--- src/rtl/apb_arb_pkg.sv ---
// Shared types and default widths for the APB master arbiter.
package apb_arb_pkg;
  typedef enum logic [1:0] {IDLE, SETUP, ACCESS} apb_arb_state_e;
  localparam int APB_ADDR_W = 32;
  localparam int APB_DATA_W = 32;
endpackage

--- src/rtl/apb_rr_arbiter.sv ---
// Combinational round-robin picker: first asserted request after index `last`, wrapping.
module apb_rr_arbiter #(
  parameter int NUM_REQ = 4,
  parameter int IDXW    = $clog2(NUM_REQ)
) (
  input  logic [NUM_REQ-1:0] req,
  input  logic [IDXW-1:0]    last,
  output logic [NUM_REQ-1:0] grant,
  output logic [IDXW-1:0]    grant_idx
);
  logic            found;
  logic [IDXW-1:0] idx;

  always_comb begin
    grant     = '0;
    grant_idx = '0;
    found     = 1'b0;
    idx       = '0;
    // Scan last+1 .. last+NUM_REQ so `last` itself has lowest priority.
    for (int off = 1; off <= NUM_REQ; off++) begin
      idx = IDXW'((int'(last) + off) % NUM_REQ);
      if (!found && req[idx]) begin
        found      = 1'b1;
        grant[idx] = 1'b1;
        grant_idx  = idx;
      end
    end
  end
endmodule

--- src/rtl/apb_master_arbiter.sv ---
// Round-robin sharing of one APB master port among NUM_REQ requesters.
// Optional APB_ARB_PREADY_EN adds a pready input that stretches ACCESS.
module apb_master_arbiter
  import apb_arb_pkg::*;
#(
  parameter int NUM_REQ = 4,
  parameter int ADDR_W  = APB_ADDR_W,
  parameter int DATA_W  = APB_DATA_W
) (
  input  logic                      pclk,
  input  logic                      preset,
  input  logic [NUM_REQ-1:0]        req_valid,
  input  logic [NUM_REQ-1:0]        req_write,
  input  logic [NUM_REQ*ADDR_W-1:0] req_addr,
  input  logic [NUM_REQ*DATA_W-1:0] req_wdata,
  output logic [NUM_REQ-1:0]        req_ready,
  output logic [NUM_REQ-1:0]        rsp_valid,
  output logic [DATA_W-1:0]         rsp_rdata,
  output logic [ADDR_W-1:0]         paddr,
  output logic                      psel,
  output logic                      penable,
  output logic                      pwrite,
  output logic [DATA_W-1:0]         pwdata,
`ifdef APB_ARB_PREADY_EN
  input  logic                      pready,
`endif
  input  logic [DATA_W-1:0]         prdata
);
  localparam int IDXW = $clog2(NUM_REQ);

  apb_arb_state_e      state_q, state_d;
  logic [IDXW-1:0]     last_q, owner_q, gidx;
  logic [NUM_REQ-1:0]  grant, rsp_valid_q;
  logic [ADDR_W-1:0]   paddr_q;
  logic [DATA_W-1:0]   pwdata_q, rsp_rdata_q;
  logic                pwrite_q, pready_w, access_done, grant_en, take;

`ifdef APB_ARB_PREADY_EN
  assign pready_w = pready;
`else
  assign pready_w = 1'b1;
`endif

  apb_rr_arbiter #(.NUM_REQ(NUM_REQ), .IDXW(IDXW)) u_rr (
    .req       (req_valid),
    .last      (last_q),
    .grant     (grant),
    .grant_idx (gidx)
  );

  assign access_done = (state_q == ACCESS) && pready_w;
  assign grant_en    = !preset && ((state_q == IDLE) || access_done);
  assign take        = grant_en && (|req_valid);
  assign req_ready   = grant_en ? grant : '0;

  always_comb begin
    state_d = IDLE;
    case (state_q)
      IDLE:    state_d = (|req_valid) ? SETUP : IDLE;
      SETUP:   state_d = ACCESS;
      ACCESS:  state_d = !access_done ? ACCESS : ((|req_valid) ? SETUP : IDLE);
      default: state_d = IDLE;
    endcase
  end

  always_ff @(posedge pclk) begin
    if (preset) begin
      state_q     <= IDLE;
      last_q      <= IDXW'(NUM_REQ - 1);
      owner_q     <= '0;
      paddr_q     <= '0;
      pwdata_q    <= '0;
      pwrite_q    <= 1'b0;
      rsp_valid_q <= '0;
      rsp_rdata_q <= '0;
    end else begin
      state_q <= state_d;
      if (take) begin
        last_q   <= gidx;
        owner_q  <= gidx;
        paddr_q  <= req_addr[gidx*ADDR_W +: ADDR_W];
        pwdata_q <= req_wdata[gidx*DATA_W +: DATA_W];
        pwrite_q <= req_write[gidx];
      end
      // Completion uses the pre-edge pwrite_q, so a same-edge re-grant is harmless.
      rsp_valid_q <= access_done ? (NUM_REQ'(1) << owner_q) : '0;
      if (access_done)
        rsp_rdata_q <= pwrite_q ? '0 : prdata;
    end
  end

  assign psel      = (state_q == SETUP) || (state_q == ACCESS);
  assign penable   = (state_q == ACCESS);
  assign paddr     = paddr_q;
  assign pwdata    = pwdata_q;
  assign pwrite    = pwrite_q;
  assign rsp_valid = rsp_valid_q;
  assign rsp_rdata = rsp_rdata_q;
endmodule

--- config.mk ---
export PLATFORM = sky130hd
export DESIGN_NAME = apb_master_arbiter
export DESIGN_NICKNAME = d
export VERILOG_FILES = /design/src/rtl/apb_arb_pkg.sv /design/src/rtl/apb_rr_arbiter.sv /design/src/rtl/apb_master_arbiter.sv
export SDC_FILE = /design/constraint.sdc
export NUM_CORES = 1
export LEC_CHECK = 0
export BUFFER_PORTS_ARGS = -buffer_cell sky130_fd_sc_hd__buf_2
export CORE_AREA = 2 2 158 160
export DETAILED_ROUTE_END_ITERATION = 10
export DIE_AREA = 0 0 160 162
export RECOVER_POWER = 100
export SYNTH_ARGS = -nofsm -noshare
export SYNTH_HDL_FRONTEND = slang
export SYNTH_HIERARCHICAL = 1
export SYNTH_SLANG_ARGS = --single-unit
--- constraint.sdc ---
create_clock -name pclk -period 3.6 [get_ports pclk]
set_input_delay 0.18 -clock pclk [delete_from_list [all_inputs] [get_ports pclk]]
set_output_delay 0.18 -clock pclk [all_outputs]
set_load 0.01 [all_outputs]
==> metrics.yaml <==
status:
  status: "finished, violations left"
  violations: "max-capacitance violations, max-slew violations"
die:
  ioPinCount: 405
  coreArea_sq_um: 24100
  die_height_um: 162
  placementRows: 57
  start_util_pct: 26.4
  die_x_um: 160
  die_area_sq_um: 25900
final_layout:
  fillers: 2569
  area.growth.synth_to_final_pct: 37.7
  final_layout_size_suffix_gt1_share_pct: 43.4
  seq_area_sq_um: 2140
  multi_input_area_sq_um: 3870
  fin_area_sq_um: 8760
  fin_nets: 1298
cts:
  cts_made_buffers: 9
  cts_resized: 0
  holdBufCountCts: 0
  max-clock-path-buffers: 2
  post_cts_buffers: 0
  tritoncts: "built"
  clock-sinks: 107
  htreeDepth: 3
  cts-root-buf: "clkbuf_16"
  path_clk_slew_ns: 0.08
  insertion_delay_ns: 0.35
timing:
  slew-limit-headroom_pct: -9.81
  slew_viol_final: 38
  period_needed_ns: 3.27
  whs_ns: 0.0495
  finalSetupTns_ns: 0
  worst_slew_pin_slew_ns: 1.65
  max_freq_mhz: 305
  hold_violations: 0
  fin_skew_ns: 0.0108
  rsz0062_at_grt: "no"
  setup_viol: 0
  finalCritPeriodShare_pct: 90.9
hold_path:
  hold_class: "in2reg"
critical_path:
  critical_path_buf_inv_count: 2
  cp_max_fo: 13
  worstSetupPathType: "reg2reg"
  start_kind: "register"
  arrival_ns: 3.49
  worstPathRequired_ns: 3.81
  cp_cell_sequence: "inv_1 > ha_1 > nor2b_1 > a22oi_1 > o211ai_1 > a21oi_4 > buf_4 > mux4_2 > nand3_2 > o21ai_0"
  cp_top_family: "compound AO/OA/AOI/OAI gates"
  endpoint_kind: "register"
  max_stage_delay_ns: 0.55
  worst_path_max_delay_cell: "dfxtp_1"
routing:
  drt_first_pass_iters: 4
  vias_per_cell: 4.85
  wire_per_inst_um: 17.6
  vias: 6403
  wl_met3_mm: 1.68
  routed-wl-met2_mm: 11.7
  routed_wl_mm: 23.2
  met1_length_mm: 9.34
  postRouteAntennaNets: 0
  drtIter0Drc: 320
  top_layer_used: "met4"
  drc: 0
global_route:
  grt_pass1_vias: 6219
  grt_remaining_overflow: 0
  grt_max_degree: 68
  gr-usage-all-layers_pct: 17.1
  antenna_found_initial: 3
  grt_pass1_wl_mm: 35.0
yosys:
  synthTopCellsByArea: "dfxtp_1, mux4_2, nand2b_1"
  yosysMostFrequentCell: "dfxtp_1"
  yosysTopAreaCellShare_pct: 33.7
  synthDistinctLibCells: 44
  synth_largest_area_cell: "dfxtp_1"
  synthCells: 621
  syn-cell-area_sq_um: 6360
  yosys-top-cells-count: "dfxtp_1, mux4_2, o21ai_1, nand2b_1, nor2_1"
  synth_nets: 932
  async_flop_share_pct: 0
  synthFlopType: "dfxtp_1"
  synth_edf_count: 0
  ys_seq_area_share_pct: 33.7
  avgSynthCellArea_sq_um: 10.2
  yosysWarnings: 6
  ys_ff_latch: 107
placed_design:
  place.gp.congestion: 0.884
  port_buffers: 404
  placed_area_sq_um: 8640
  dp_hpwl_mm: 17.5
pwr:
  p_per_area_nw_per_um2: 523
  leakage_nw: 3.62
  peakVddDrop_mv: 0.272
  p_total_w: 0.00458
job:
  max_cap_violations: 1
-- path summary, 6_finish.rpt --
check                         start                        end  slack [ns]  cells after the start
max reg2reg  last_q[1]$_SDFFE_PP1P_    pwdata[27]$_SDFFE_PP0P_        0.33                     10
min                       prdata[9]  rsp_rdata[9]$_SDFFE_PP0N_        0.05                      3
max          last_q[1]$_SDFFE_PP1P_    pwdata[27]$_SDFFE_PP0P_        0.33                     10
min reg2reg   paddr[0]$_SDFFE_PP0P_      paddr[0]$_SDFFE_PP0P_        0.47                      2
-- worst min-delay path, stage by stage --
cell and delay (ns):
buf_2 0.07, a21oi_1 0.05, nor2_1 0.07
-- stage by stage --
stage | setup WS (ns) | utilization [%] | cells
5_1_grt | 0.0485 | 36.3 | 1318
4_1_cts | 0.328 | 37.1 | 1316
6_report | 0.326 | 36.3 | 1319
3_5_place_dp | 0.358 | 35.8 | 1300
2_1_floorplan | 0.640 | - | 621
3_3_place_gp | 0.443 | 35.8 | 1300
-- state kept, by name, indices dropped and copies added (netlist names) --
register,flops
last_q,2
owner_q,2
pwdata,32
state_q,2
rsp_valid,4
rsp_rdata,32
pwrite,1
paddr,32
-- layout make-up --
cell class,count,share of cell area [%]
repair buffers,417,23.1
well taps,324,4.63
inverters,5,0.214
diodes,3,0.0857
multi-input cells,447,44.2
clock buffers,10,2.73
flip-flops and latches,107,24.5
clock inverters,6,0.643
-- cells in the final DEF (no fill, tap or decap), types with 3 or more instances in the layout --
cell type,count
inv_1,5
o21ai_0,65
diode_2,3
nand2_1,11
nand3_1,43
clkbuf_16,9
buf_2,296
and2_1,4
buf_12,3
nand3_2,24
o21ai_1,10
mux4_2,67
dfxtp_1,107
buf_4,9
a221o_2,4
nor2b_1,36
ha_1,13
clkbuf_1,108
nand2b_1,65
nor2_1,38
a21oi_1,34
a22oi_1,3
-- power breakdown --
group | switching (W) | internal (W) | total [W]
Sequential | 0.000140 | 0.00142 | 0.00156
Clock | 0.000509 | 0.000505 | 0.00101
Combinational | 0.00102 | 0.000992 | 0.00201
-- kinds of logic after synthesis --
logic type / count (synthesis) / synth area share, %
flip-flops: 107 / 33.7
adder cells (fa/ha/maj): 13 / 2.56
AND/OR/NAND/NOR: 240 / 23.2
AO/OA/AOI/OAI: 125 / 11.0
multiplexers: 69 / 24.1
buffers and inverters: 67 / 5.53
-- routing by layer --
| layer | vias up | GRT usage (%) |
|---|---|---|
| met5 | - | 0 |
| met4 | 0 | 5.12 |
| met3 | 30 | 4.29 |
| met2 | 293 | 30.8 |
| met1 | 3084 | 20.2 |
| li1 | 2996 | - |
(Power assumes the default switching activity.)
